--- config.mk ---
export PLATFORM = sky130hd
export DESIGN_NAME = note_recorder_flat
export DESIGN_NICKNAME = d
export VERILOG_FILES = /design/src/rtl/note_recorder_if.sv /design/src/rtl/note_recorder.sv /design/src/flat_wrapper.sv
export SDC_FILE = /design/constraint.sdc
export NUM_CORES = 1
export LEC_CHECK = 0
export ABC_AREA = 1
export CAP_MARGIN = 20
export CELL_PAD_IN_SITES_DETAIL_PLACEMENT = 2
export CELL_PAD_IN_SITES_GLOBAL_PLACEMENT = 2
export CORE_UTILIZATION = 25
export CTS_CLUSTER_SIZE = 30
export DETAILED_ROUTE_END_ITERATION = 10
export PLACE_DENSITY_LB_ADDON = 0.1
export SLEW_MARGIN = 10
export SYNTH_ARGS = -nofsm -noshare
export SYNTH_HDL_FRONTEND = slang
export SYNTH_SLANG_ARGS = --single-unit
--- constraint.sdc ---
create_clock -name clk -period 5.4 [get_ports clk]
set_clock_uncertainty 0.15 [all_clocks]
set_input_delay 0.54 -clock clk [delete_from_list [all_inputs] [get_ports clk]]
set_output_delay 0.54 -clock clk [all_outputs]
set_load 0.05 [all_outputs]
--- src/rtl/note_recorder_if.sv ---
// note_recorder_if: control, key-scanner and read-port signals of the note recorder.
// Ports: slave = recorder side (takes control/key/rd_index, drives read data and status);
//        master = controller/playback side (mirror image).
interface note_recorder_if #(
  parameter int DEPTH_LOG2 = 5,
  parameter int DUR_W      = 26
);
  logic                  rec_start;
  logic                  rec_stop;
  logic [3:0]            pressed_key;
  logic                  key_pressed;
  logic [DEPTH_LOG2-1:0] rd_index;
  logic [3:0]            rd_note;
  logic [DUR_W-1:0]      rd_duration;
  logic [DEPTH_LOG2:0]   note_count;
  logic                  recording;
  logic                  full;
  logic                  rec_done;

  modport slave (
    input  rec_start, rec_stop, pressed_key, key_pressed, rd_index,
    output rd_note, rd_duration, note_count, recording, full, rec_done
  );

  modport master (
    output rec_start, rec_stop, pressed_key, key_pressed, rd_index,
    input  rd_note, rd_duration, note_count, recording, full, rec_done
  );
endinterface

--- src/rtl/note_recorder.sv ---
// note_recorder: records live key presses as {note, duration-in-ticks} entries into a
//   2**DEPTH_LOG2 entry buffer; writes are registered, reads (rd_index) are combinational.
// Ports: clk, rst (async, active-high); io (note_recorder_if.slave): rec_start/rec_stop pulses,
//   pressed_key/key_pressed, rd_index -> rd_note/rd_duration, note_count/recording/full/rec_done.
// Optional feature macro RECORD_REST_EN: silences between notes are stored as note 0.
module note_recorder #(
  parameter int DEPTH_LOG2 = 5,
  parameter int DUR_W      = 26,
  parameter int MIN_TICKS  = 1000000
) (
  input  logic           clk,
  input  logic           rst,
  note_recorder_if.slave io
);
  localparam int                  ENTRIES  = 1 << DEPTH_LOG2;
  localparam logic [DEPTH_LOG2:0] FULL_CNT = {1'b1, {DEPTH_LOG2{1'b0}}};
  localparam logic [DUR_W-1:0]    MIN_T    = DUR_W'(MIN_TICKS);
  localparam logic [DUR_W-1:0]    DUR_MAX  = '1;

  typedef enum logic [1:0] {IDLE, WAIT_KEY, HOLD} state_t;

  state_t              r_state, w_state_nxt;
  logic [3:0]          r_cur_note, w_cur_note_nxt;
  logic [DUR_W-1:0]    r_dur_cnt, w_dur_nxt, w_dur_inc;
  logic [DEPTH_LOG2:0] r_count, w_count_nxt;
  logic                r_full, w_full_nxt;
  logic                r_rec_done, w_done_nxt;
  logic                w_we;
  logic [3:0]          w_wr_note;
  logic [DUR_W-1:0]    w_wr_dur;
  logic                w_active, w_commit_ok, w_rd_hit;
  logic [DUR_W+3:0]    w_rd_ent;
  logic [DUR_W+3:0]    r_mem [ENTRIES];
`ifdef RECORD_REST_EN
  logic [DUR_W-1:0]    r_rest_cnt, w_rest_nxt, w_rest_inc;
`endif

  assign w_active    = io.key_pressed && (io.pressed_key != 4'd0);
  assign w_commit_ok = (r_dur_cnt >= MIN_T);
  assign w_dur_inc   = (r_dur_cnt == DUR_MAX) ? r_dur_cnt : r_dur_cnt + 1'b1;
`ifdef RECORD_REST_EN
  assign w_rest_inc  = (r_rest_cnt == DUR_MAX) ? r_rest_cnt : r_rest_cnt + 1'b1;
`endif

  always_comb begin
    w_state_nxt    = r_state;
    w_cur_note_nxt = r_cur_note;
    w_dur_nxt      = r_dur_cnt;
    w_count_nxt    = r_count;
    w_full_nxt     = r_full;
    w_done_nxt     = 1'b0;
    w_we           = 1'b0;
    w_wr_note      = r_cur_note;
    w_wr_dur       = r_dur_cnt;
`ifdef RECORD_REST_EN
    w_rest_nxt     = r_rest_cnt;
`endif
    if (io.rec_start) begin
      // Start (or restart) wins over everything, including a same-cycle rec_stop.
      w_count_nxt = '0;
      w_full_nxt  = 1'b0;
      w_dur_nxt   = '0;
      w_state_nxt = WAIT_KEY;
`ifdef RECORD_REST_EN
      w_rest_nxt  = '0;
`endif
    end else begin
      case (r_state)
        IDLE: ;
        WAIT_KEY: begin
          if (io.rec_stop) begin
            w_state_nxt = IDLE;
            w_done_nxt  = 1'b1;
          end else if (w_active) begin
            w_cur_note_nxt = io.pressed_key;
            w_dur_nxt      = {{(DUR_W-1){1'b0}}, 1'b1};
            w_state_nxt    = HOLD;
`ifdef RECORD_REST_EN
            // Leading silence (nothing stored yet) is never recorded.
            if (r_rest_cnt >= MIN_T && r_count != '0) begin
              w_we      = 1'b1;
              w_wr_note = 4'd0;
              w_wr_dur  = r_rest_cnt;
            end
`endif
          end else begin
`ifdef RECORD_REST_EN
            w_rest_nxt = w_rest_inc;
`endif
          end
        end
        HOLD: begin
          if (io.rec_stop) begin
            w_we        = w_commit_ok;
            w_state_nxt = IDLE;
            w_done_nxt  = 1'b1;
          end else if (!w_active) begin
            w_we        = w_commit_ok;
            w_state_nxt = WAIT_KEY;
`ifdef RECORD_REST_EN
            w_rest_nxt  = {{(DUR_W-1){1'b0}}, 1'b1};
`endif
          end else if (io.pressed_key != r_cur_note) begin
            // Direct key change: close the old note and open the new one in the same cycle.
            w_we           = w_commit_ok;
            w_cur_note_nxt = io.pressed_key;
            w_dur_nxt      = {{(DUR_W-1){1'b0}}, 1'b1};
          end else begin
            w_dur_nxt = w_dur_inc;
          end
        end
        default: w_state_nxt = IDLE;
      endcase
    end
    // A write that fills the buffer ends recording; a note opened this cycle is dropped.
    if (w_we) begin
      w_count_nxt = r_count + 1'b1;
      if (w_count_nxt == FULL_CNT) begin
        w_full_nxt  = 1'b1;
        w_done_nxt  = 1'b1;
        w_state_nxt = IDLE;
      end
    end
  end

  always_ff @(posedge clk or posedge rst) begin
    if (rst) begin
      r_state    <= IDLE;
      r_cur_note <= 4'd0;
      r_dur_cnt  <= '0;
      r_count    <= '0;
      r_full     <= 1'b0;
      r_rec_done <= 1'b0;
`ifdef RECORD_REST_EN
      r_rest_cnt <= '0;
`endif
    end else begin
      r_state    <= w_state_nxt;
      r_cur_note <= w_cur_note_nxt;
      r_dur_cnt  <= w_dur_nxt;
      r_count    <= w_count_nxt;
      r_full     <= w_full_nxt;
      r_rec_done <= w_done_nxt;
`ifdef RECORD_REST_EN
      r_rest_cnt <= w_rest_nxt;
`endif
    end
  end

  // Storage is not reset; entries at or above note_count are masked on read.
  always_ff @(posedge clk) begin
    if (w_we) begin
      r_mem[r_count[DEPTH_LOG2-1:0]] <= {w_wr_note, w_wr_dur};
    end
  end

  assign w_rd_hit       = ({1'b0, io.rd_index} < r_count);
  assign w_rd_ent       = r_mem[io.rd_index];
  assign io.rd_note     = w_rd_hit ? w_rd_ent[DUR_W+3:DUR_W] : 4'd0;
  assign io.rd_duration = w_rd_hit ? w_rd_ent[DUR_W-1:0]     : '0;
  assign io.note_count  = r_count;
  assign io.recording   = (r_state != IDLE);
  assign io.full        = r_full;
  assign io.rec_done    = r_rec_done;
endmodule

--- src/flat_wrapper.sv ---
// flat-port wrapper written by rule: the top's interface ports become plain ports
module note_recorder_flat 
#(
  parameter int DEPTH_LOG2 = 5,
  parameter int DUR_W      = 26,
  parameter int MIN_TICKS  = 1000000
)
  (clk, rst, io_rec_start, io_rec_stop, io_pressed_key, io_key_pressed, io_rd_index, io_rd_note, io_rd_duration, io_note_count, io_recording, io_full, io_rec_done);
  note_recorder_if #(.DEPTH_LOG2(DEPTH_LOG2), .DUR_W(DUR_W)) io_i ();
  input  logic clk;
  input  logic rst;
  input wire logic [$bits(io_i.rec_start)-1:0] io_rec_start;
  input wire logic [$bits(io_i.rec_stop)-1:0] io_rec_stop;
  input wire logic [$bits(io_i.pressed_key)-1:0] io_pressed_key;
  input wire logic [$bits(io_i.key_pressed)-1:0] io_key_pressed;
  input wire logic [$bits(io_i.rd_index)-1:0] io_rd_index;
  output wire logic [$bits(io_i.rd_note)-1:0] io_rd_note;
  output wire logic [$bits(io_i.rd_duration)-1:0] io_rd_duration;
  output wire logic [$bits(io_i.note_count)-1:0] io_note_count;
  output wire logic [$bits(io_i.recording)-1:0] io_recording;
  output wire logic [$bits(io_i.full)-1:0] io_full;
  output wire logic [$bits(io_i.rec_done)-1:0] io_rec_done;
  assign io_i.rec_start = io_rec_start;
  assign io_i.rec_stop = io_rec_stop;
  assign io_i.pressed_key = io_pressed_key;
  assign io_i.key_pressed = io_key_pressed;
  assign io_i.rd_index = io_rd_index;
  assign io_rd_note = io_i.rd_note;
  assign io_rd_duration = io_i.rd_duration;
  assign io_note_count = io_i.note_count;
  assign io_recording = io_i.recording;
  assign io_full = io_i.full;
  assign io_rec_done = io_i.rec_done;
  note_recorder #(.DEPTH_LOG2(DEPTH_LOG2), .DUR_W(DUR_W), .MIN_TICKS(MIN_TICKS)) u_core (.clk(clk), .rst(rst), .io(io_i));
endmodule
# After elaboration in Yosys (flattened, before gate mapping)
# Memories as Yosys holds them, arrays and structs flattened.
# Cells that the tools add are included.
dict set report classes {
  addsub 2
  order_cmp 2
  eq_ne 15
  mux 41
  n_bitwise 1
  reduce_logical 10
}
# op count
set ops {}
lappend ops {{26-bit two-way mux} 8}
lappend ops {{26-bit one-hot mux with 2 select lines} 1}
lappend ops {{26-bit by 1-bit adder with 26-bit output (second input constant)} 1}
lappend ops {{26-bit == test (second input constant)} 1}
lappend ops {{26-bit by 20-bit greater-or-equal comparator with 1-bit output (second input constant)} 1}
lappend ops {{4-bit two-way mux} 6}
lappend ops {{1-bit two-way mux} 15}
lappend ops {{2-bit two-way mux} 7}
lappend ops {{6-bit two-way mux} 2}
lappend ops {{4-bit one-hot mux with 2 select lines} 1}
lappend ops {{7-bit AND reduction} 1}
lappend ops {{6-bit by 1-bit adder with 6-bit output (second input constant)} 1}
lappend ops {{6-bit == test (second input constant)} 1}
lappend ops {{5-bit by 6-bit less-than comparator with 1-bit output} 1}
lappend ops {{2-bit by 1-bit inequality test with 1-bit output (second input constant)} 3}
lappend ops {{3-bit by 2-bit inequality test with 1-bit output (second input constant)} 2}
lappend ops {{3-bit inequality test (second input constant)} 2}
lappend ops {{2-bit one-hot mux with 3 select lines} 1}
lappend ops {{6-bit AND reduction} 1}
lappend ops {{2-bit nonzero test} 3}
lappend ops {{2-bit inequality test (second input constant)} 2}
lappend ops {{4-bit inequality test} 1}
lappend ops {{4-bit inequality test (second input constant)} 1}
lappend ops {{4-bit nonzero test} 1}
lappend ops {{7 further kinds} 7}
dict set report totals {
  register_bits 40
  ram_bits 960
  input_bits 14
  out_inout_bits 39
  wordCells 78
  memories 1
}
# memory depth word_bits rd rd_clocked_by_memory_dff wr line_no
set mem_list {}
lappend mem_list {u_core.r_mem 32 30 1 0 1 note_recorder.sv:33} ;# logic [DUR_W+3:0] r_mem [ENTRIES];

# Longest topological paths before layout
# Gate-level depths: netlist of run 1.
dict set report logic_depth {
  word_depth 8
  depth_mapped 13
}

# Least setup slack after synthesis of run 1
# Ideal clock, no wire load.
dict set report synth_path {
  kind {reg-to-reg}
  startpoint {reg u_core.r_dur_cnt[17]}
  endpoint {mem u_core.r_mem[12][0] (netlist name), enable pin}
  t_arrival_ns 3.820
  setup_slack_ns 0.976
  stages_incl_launch_ff 11
  synth_period_minus_slack_ns 4.424
  path_cell_list {dfrtp_1 > nand2_1 > nor2_1 > inv_1 > nor2_1 > nand3_1 > nand3_1 > nand3_1 > buf_2 > buf_6 > nor3_1}
}
dict set report synth_between {
  elab_chain_len 8
}
# element line_no
set synth_rtl {}
lappend synth_rtl {{start, declared} note_recorder.sv:24} ;# logic [DUR_W-1:0] r_dur_cnt, w_dur_nxt, w_dur_inc;
lappend synth_rtl {{start signal, assigned} note_recorder.sv:140} ;# r_dur_cnt <= w_dur_nxt;
lappend synth_rtl {{26-bit by 20-bit greater-or-equal comparator with 1-bit output (*)} note_recorder.sv:39} ;# assign w_commit_ok = (r_dur_cnt >= MIN_T);
lappend synth_rtl {{1-bit two-way mux} note_recorder.sv:103} ;# end else if (io.pressed_key != r_cur_note) begin
lappend synth_rtl {{1-bit two-way mux} note_recorder.sv:97} ;# end else if (!w_active) begin
lappend synth_rtl {{1-bit two-way mux (*)} note_recorder.sv:93} ;# if (io.rec_stop) begin
lappend synth_rtl {{1-bit two-way mux (*)} note_recorder.sv:68} ;# case (r_state)
lappend synth_rtl {{1-bit two-way mux (*)} note_recorder.sv:58} ;# if (io.rec_start) begin
lappend synth_rtl {{1-bit two-way mux (*)} note_recorder.sv:152} ;# if (w_we) begin
lappend synth_rtl {{1-bit two-way mux (implied by the code) (*)} note_recorder.sv:153} ;# r_mem[r_count[DEPTH_LOG2-1:0]] <= {w_wr_note, w_wr_dur};
lappend synth_rtl {{end, declared} note_recorder.sv:33}
# Mark *: on every way between the ends. The rest lies on a longest branch, timed or not.

# Final worst setup path of run 1
dict set report layout_path {
  startpoint {reg u_core.r_count[2], in the netlist u_core.io.note_count[2]}
  endpoint {out io_rd_duration[11]}
}
dict set report layout_between {
  elab_chain_len 2
}
# element line_no
set layout_rtl {}
lappend layout_rtl {{start, declared} note_recorder.sv:25} ;# logic [DEPTH_LOG2:0] r_count, w_count_nxt;
lappend layout_rtl {{start signal, assigned} note_recorder.sv:141} ;# r_count <= w_count_nxt;
lappend layout_rtl {{5-bit by 6-bit less-than comparator with 1-bit output} note_recorder.sv:157} ;# assign w_rd_hit = ({1'b0, io.rd_index} < r_count);
lappend layout_rtl {{26-bit two-way mux} note_recorder.sv:160} ;# assign io.rd_duration = w_rd_hit ? w_rd_ent[DUR_W-1:0] : '0;
lappend layout_rtl {{end, declared} flat_wrapper.sv:18} ;# output wire logic [$bits(io_i.rd_duration)-1:0] io_rd_duration;
# No other way between the ends.

==> flow_metrics.env, run 1 <==
export IMPL_switching_power_mw=4.17
export IMPL_pin_count=53
export IMPL_cts_sinks=1000
export IMPL_swShare_pct=24.0
export IMPL_first_iter_violations=1637
export IMPL_tns_ps=0
export IMPL_wl_met2_um=77100
export IMPL_violations="DRC"
export IMPL_critical_path_buf_inv_count=3
export IMPL_avgSynthCellArea_um2=11.3
export IMPL_cts_setup_buffers=0
export IMPL_port_buffers=52
export IMPL_regToRegSetupSlack_ps=1760
export IMPL_ys_seq_area_share_pct=71.7
export IMPL_crit_end="io_rd_duration[11]"
export IMPL_clkLatencyLatePin_ps=750
export IMPL_synth_cell_types=30
export IMPL_remaining_drc_errors=4
export IMPL_nets=3806
export IMPL_crit_family="buffers and inverters"
export IMPL_syn_nets=3719
export IMPL_power_mw=17.4
export IMPL_startpoint="u_core.io.note_count[2]"
export IMPL_finalHoldViolations=0
export IMPL_cts_tree="done"
export IMPL_syn_cell_area_um2=41600
export IMPL_ant_nets=0
export IMPL_combPwrFrac_pct=6.2
export IMPL_path_cells="inv_1, ha_1, nand4_1, o221ai_4, buf_4, nor2_1, buf_4"
export IMPL_async_reset_ff_share_pct=4.00
export IMPL_synth_seq_cells=1000
export IMPL_path_class="reg -> out"
export IMPL_setup_viol=0
export IMPL_overflow=0
export IMPL_antenna_found_initial=2
export IMPL_top_layer="met4"
export IMPL_startpoint_type="flop"
export IMPL_synth_largest_area_cell="edfxtp_1"
export IMPL_synthTopCellsByCount="nand2_1, edfxtp_1, nand3_1, nor2_1, clkbuf_1"
export IMPL_tightest_slew_ps=960
export IMPL_yosysWarnings=0
export IMPL_max_freq_mhz=237
export IMPL_dominantRegCellSynth="edfxtp_1"
export IMPL_placed_cells=5845
export IMPL_place_hpwl_um=90100
export IMPL_final_cells=6072
export IMPL_place_congestion=0.744
export IMPL_met1_length_um=79300
export IMPL_avgViaCountPerCell=4.80
export IMPL_required_ps=4710
export IMPL_cp_end_kind="output port"
export IMPL_yosys_area_top_type_share_pct=69.3
export IMPL_routedWlPerCell_um=26.9
export IMPL_finalCriticalPeriod_ps=4210
export IMPL_worstSetupPathDepth=7
export IMPL_cts_path_max_buffers=3
export IMPL_cp_max_fo=16
export IMPL_post_cts_resized=0
export IMPL_netlist_top_cells_area="edfxtp_1, nand2_1, nand3_1"
export IMPL_critPathMaxStageDelay_ps=780
export IMPL_peakVddDrop_mv=0.247
export IMPL_cpMaxStageDelayCell="o221ai_4"
export IMPL_rsz0062_at_grt="no"
export IMPL_r2r_start="u_core.r_state[0]"
export IMPL_p_clk_share_pct=44.9
export IMPL_leakage_nw=18.3
export IMPL_fin_crit_sh_pct=78.0
export IMPL_status="finished, violations left"
export IMPL_clk_pin_slew_ps=60
export IMPL_layout_drive_gt1_share_pct=9.81
export IMPL_grt_start_max_net_pins=102
export IMPL_cts_root_buffer="clkbuf_16"
export IMPL_die_area_um2=168000
export IMPL_slew_headroom_pct=35.7
export IMPL_hold_class="in -> async"
export IMPL_synth_most_common_cell="nand2_1"
export IMPL_arrival_ps=3520
export IMPL_grt_pass1_wl_um=235000
export IMPL_intPower_mw=13.2
export IMPL_placementRows=149
export IMPL_cap_violations=0
export IMPL_p_per_area_nw_per_um2=353
export IMPL_htreeDepth=3
export IMPL_path_common_cell="buf_4"
export IMPL_vias=29135
export IMPL_start_util_pct=25.2
export IMPL_grt_pass1_vias=31429
export IMPL_reg2reg_depth=8
export IMPL_seq_power_share_pct=48.9
export IMPL_cts_buffers=120
export IMPL_core_area_um2=165000
export IMPL_first_pass_iters=7
export IMPL_slew_violations=0
export IMPL_postRouteWirelength_um=163000
export IMPL_hold_buffers=0
export IMPL_synth_cells=3691
export IMPL_synth_edf_count=960
export IMPL_area_growth_pct=17.9
export IMPL_wl_met3_um=4100
export IMPL_reg2reg_to="u_core.r_mem[29][11]"
export IMPL_die_h_um=410
export IMPL_track_usage_pct=19.4
export IMPL_die_w_um=410
registers in the layout, indices dropped and copies added (netlist names):
register	count
u_core.r_mem	960
u_core.r_dur_cnt	26
u_core.io.rec_done	1
u_core.r_cur_note	4
u_core.io.full	1
u_core.r_state	2
u_core.io.note_count	6
worst min path at each step:
| stage | from | end | slack [ps] |
|---|---|---|---|
| final | rst | u_core.r_state[0] | 140 |
| after floorplan | u_core.r_state[1] | u_core.r_state[1] | 490 |
| after global placement | u_core.r_cur_note[0] | u_core.r_cur_note[0] | 380 |
| after CTS | rst | u_core.r_state[0] | 120 |
| after detailed placement | u_core.r_cur_note[0] | u_core.r_cur_note[0] | 420 |
| after global routing | rst | u_core.r_state[0] | 180 |
cells by family after synthesis:
| kind of cell | synth area share [%] |
|---|---|
| buffers and inverters | 3.04 |
| xor gates and xnor gates | 0.189 |
| adders and majority gates | 0.421 |
| AOI/OAI and AO/OA | 0.589 |
| and+or+nand+nor | 24.1 |
| DFF | 71.7 |
cell usage in the layout, fill, tap and decap left out, types with 4 or more instances in the layout:
| master | synthesis | routed |
|---|---|---|
| clkinv_2 | 0 | 14 |
| ha_1 | 14 | 14 |
| dfrtp_1 | 40 | 39 |
| bufinv_16 | 0 | 6 |
| edfxtp_1 | 960 | 960 |
| nor2_1 | 125 | 125 |
| xor2_1 | 8 | 8 |
| clkdlybuf4s50_1 | 0 | 17 |
| o21ai_0 | 27 | 27 |
| nand4_1 | 9 | 9 |
| buf_12 | 0 | 25 |
| buf_4 | 13 | 146 |
| o21bai_1 | 4 | 4 |
| nor3_2 | 3 | 29 |
| inv_2 | 5 | 6 |
| a21oi_1 | 5 | 5 |
| nor3_1 | 40 | 11 |
| inv_1 | 54 | 51 |
| clkinv_1 | 6 | 39 |
| clkbuf_1 | 101 | 38 |
| nand2_1 | 1231 | 1231 |
| nand3_1 | 919 | 918 |
| nor2_2 | 4 | 4 |
| clkbuf_16 | 0 | 122 |
metal layers:
layer | vias to the layer above | global-route usage (%)
li1 | 13130 | -
met1 | 15509 | 27.4
met2 | 346 | 31.9
met3 | 150 | 2.00
met4 | 0 | 4.29
met5 | - | 0
tightest hold or removal path, delay by kind of cell:
family,cells,cell delay (ps)
buffers and inverters,3,960
area by class of cell:
type / count / area [um^2]
Fill cell: 17795 / 116000
Sequential cell: 1000 / 29800
Multi-Input combinational cell: 2399 / 10700
Clock buffer: 163 / 3240
Tap cell: 2189 / 2740
Timing Repair Buffer: 192 / 1810
Clock inverter: 63 / 485
Inverter: 65 / 267
Antenna cell: 1 / 2.50
power by group through the flow:
stage / Clock [mW] / Sequential, mW / Combinational, mW
2_1_floorplan: 0 / 8.69 / 0.559
3_3_place_gp: 0 / 8.65 / 1.10
3_5_place_dp: 0 / 8.65 / 1.11
4_1_cts: 8.04 / 8.48 / 1.11
5_1_grt: 8.32 / 8.48 / 1.17
6_report: 7.80 / 8.49 / 1.07
per-stage QoR:
stage                     utilization [%]  cell area, um^2  hold slack (ps)  setup WS (ps)
after detailed placement             27.5            45400              418           1400
after floorplan                         -            41600              491            976
after global placement               27.5            45400              384           1400
after global routing                 29.7            49100              183            964
final                                29.7            49100              141           1190
after CTS                            29.7            49100              116           1020
Note: power is estimated with default switching activity, not from simulation.
==> inputs of run 2 (changes only) <==
clock period = 3.51 ns   (was 5.4 ns; I/O delays follow)
==> run 2 against run 1 <==
Against the previous run:
- the run still ends with DRC left
- critical path type unchanged
- final cell count up 1.2%
- routed wire length grew 0.15%
- first-iteration DRC count up 6.3%
- total power increased by 55%
- hold slack lost 50 ps
- global-route usage about the same
==> flow_metrics.env, run 2 (same netlist as run 1, synthesis figures left out) <==
export IMPL_status="finished, violations left"
export IMPL_violations="DRC"
export IMPL_clk_pin_slew_ps=60
export IMPL_cts_tree="done"
export IMPL_cp_end_kind="output port"
export IMPL_vias=29102
export IMPL_worstSetupPathDepth=9
export IMPL_track_usage_pct=19.4
export IMPL_finalHoldViolations=0
export IMPL_fillCellCount=17827
export IMPL_cts_buffers=120
export IMPL_worst_hold_path_num_cells=3
export IMPL_slew_headroom_pct=42.3
export IMPL_regToRegSetupSlack_ps=660
export IMPL_final_cell_mix="nand2_1, edfxtp_1, nand3_1"
export IMPL_path_common_cell="buf_4"
export IMPL_rsz0062_at_grt="no"
export IMPL_final_cells=6143
export IMPL_holdCritStartpoint="io_rec_stop"
export IMPL_finalInstanceArea_um2=50000
export IMPL_core_area_um2=165000
export IMPL_path_class="reg -> out"
export IMPL_critPathMaxStageDelay_ps=410
export IMPL_power_mw=27.0
export IMPL_setup_viol=0
export IMPL_cp_max_fo=21
export IMPL_leakage_nw=18.8
export IMPL_die_h_um=410
export IMPL_hold_class="in -> reg"
export IMPL_place_congestion=0.748
export IMPL_peakVddDrop_mv=0.380
export IMPL_cpMaxStageDelayCell="dfrtp_2"
export IMPL_fin_crit_sh_pct=94.5
export IMPL_regArea_um2=29800
export IMPL_finalCriticalPeriod_ps=3320
export IMPL_r2r_start="u_core.r_state[0]"
export IMPL_layout_drive_gt1_share_pct=11.8
export IMPL_max_freq_mhz=301
export IMPL_start_util_pct=25.2
export IMPL_cap_violations=0
export IMPL_antenna_found_initial=10
export IMPL_reg2reg_depth=8
export IMPL_clkLatencyLatePin_ps=740
export IMPL_tns_ps=0
export IMPL_routedWlPerCell_um=26.6
export IMPL_crit_family="buffers and inverters"
export IMPL_htreeDepth=3
export IMPL_overflow=0
export IMPL_tightest_slew_ps=866
export IMPL_postRouteWirelength_um=164000
export IMPL_placed_area_um2=46200
export IMPL_placementRows=149
export IMPL_reg2reg_to="u_core.r_mem[3][26]"
export IMPL_cts_root_buffer="clkbuf_16"
export IMPL_place_hpwl_um=102000
export IMPL_cts_sinks=1000
export IMPL_first_iter_violations=1740
export IMPL_placed_cells=5916
export IMPL_final_common_cell="nand2_1"
export IMPL_nets=3880
export IMPL_remaining_drc_errors=2
export IMPL_pin_count=53
export IMPL_setup_slack_ps=192
export IMPL_multiInputGateArea_um2=10800
export IMPL_area_growth_pct=20.0
export IMPL_grt_pass1_wl_um=235000
export IMPL_slew_violations=0
export IMPL_critical_path_buf_inv_count=4
export IMPL_arrival_ps=2820
export IMPL_startpoint_type="flop"
export IMPL_hold_ws_ps=91.8
export IMPL_path_cells="inv_1, ha_1, a21boi_0, nor2_1, o221ai_4, buf_12, a21oi_4, buf_4, buf_4"
export IMPL_dp_slack_ps=-5.99
export IMPL_p_per_area_nw_per_um2=540
export IMPL_die_area_um2=168000
export IMPL_die_w_um=410
export IMPL_required_ps=3010
export IMPL_first_pass_iters=8
export IMPL_port_buffers=52
export IMPL_fin_util_pct=30.2
export IMPL_grt_pass1_vias=31165
export IMPL_ant_nets=0
export IMPL_largest_register_ff_count=960
export IMPL_hold_path_endpoint="u_core.io.rec_done"
export IMPL_grt_start_max_net_pins=140
export IMPL_avgViaCountPerCell=4.74
export IMPL_cts_path_max_buffers=3
-- run 2: cell count changes in the layout (fill, tap and decap cells not counted), sizes merged --
cell,delta
diode,+2
buf,+73
inv,+2
clkinvlp,+1
dlygate4sd3,+1
clkinv,-8
-- run 2: power by group --
| group | leakage, nW | switching (mW) | total [mW] | internal (mW) |
|---|---|---|---|---|
| Clock | 1.82 | 5.13 | 12.0 | 6.89 |
| Combinational | 6.15 | 1.41 | 1.87 | 0.459 |
| Sequential | 10.8 | 0.0145 | 13.1 | 13.0 |
| Total | 18.8 | 6.56 | 27.0 | 20.4 |
-- run 2: worst max-delay path by stage --
stage | from | slack [ps] | endpoint
finish | u_core.io.note_count[1] | 190 | io_rd_note[2]
detailed placement | io_rd_index[1] | -6 | io_rd_note[2]
floorplan | u_core.r_dur_cnt[17] | -910 | u_core.r_mem[12][0]
CTS | u_core.io.note_count[4] | 40 | io_rd_note[0]
global placement | io_rd_index[1] | -30 | io_rd_note[2]
global route | u_core.io.note_count[1] | 10 | io_rd_note[2]
-- run 2: metal layers --
layer / track usage [%] / routed length [um] / part of all wire, %
met1: 28.6 / 82000 / 50
met2: 30.2 / 73200 / 45
met3: 2.41 / 5480 / 3.4
met4: 4.52 / 2880 / 1.8
met5: 0 / 7 / 0.0043
-- run 2: repair_timing --
action	CTS	global route
endpoints found under the hold margin	0	7
setup endpoints to repair	1	2
gates resized for setup	4	2
hold buffers	0	1
pin swaps	1	1
buffers inserted	1	0
-- run 2: layout make-up --
cell class / instances / share of cell area (%)
antenna: 3 / 0.0150
clock buffer: 163 / 6.52
clock inverter: 58 / 0.942
inverter: 65 / 0.534
multi-input combinational: 2399 / 21.6
sequential: 1000 / 59.7
tap: 2189 / 5.48
timing repair buffer: 266 / 5.20
-- run 2: tightest hold or removal path, stage by stage --
cell and delay [ps]:
clkdlybuf4s50_1 410, nand3_1 100, nand2_1 60
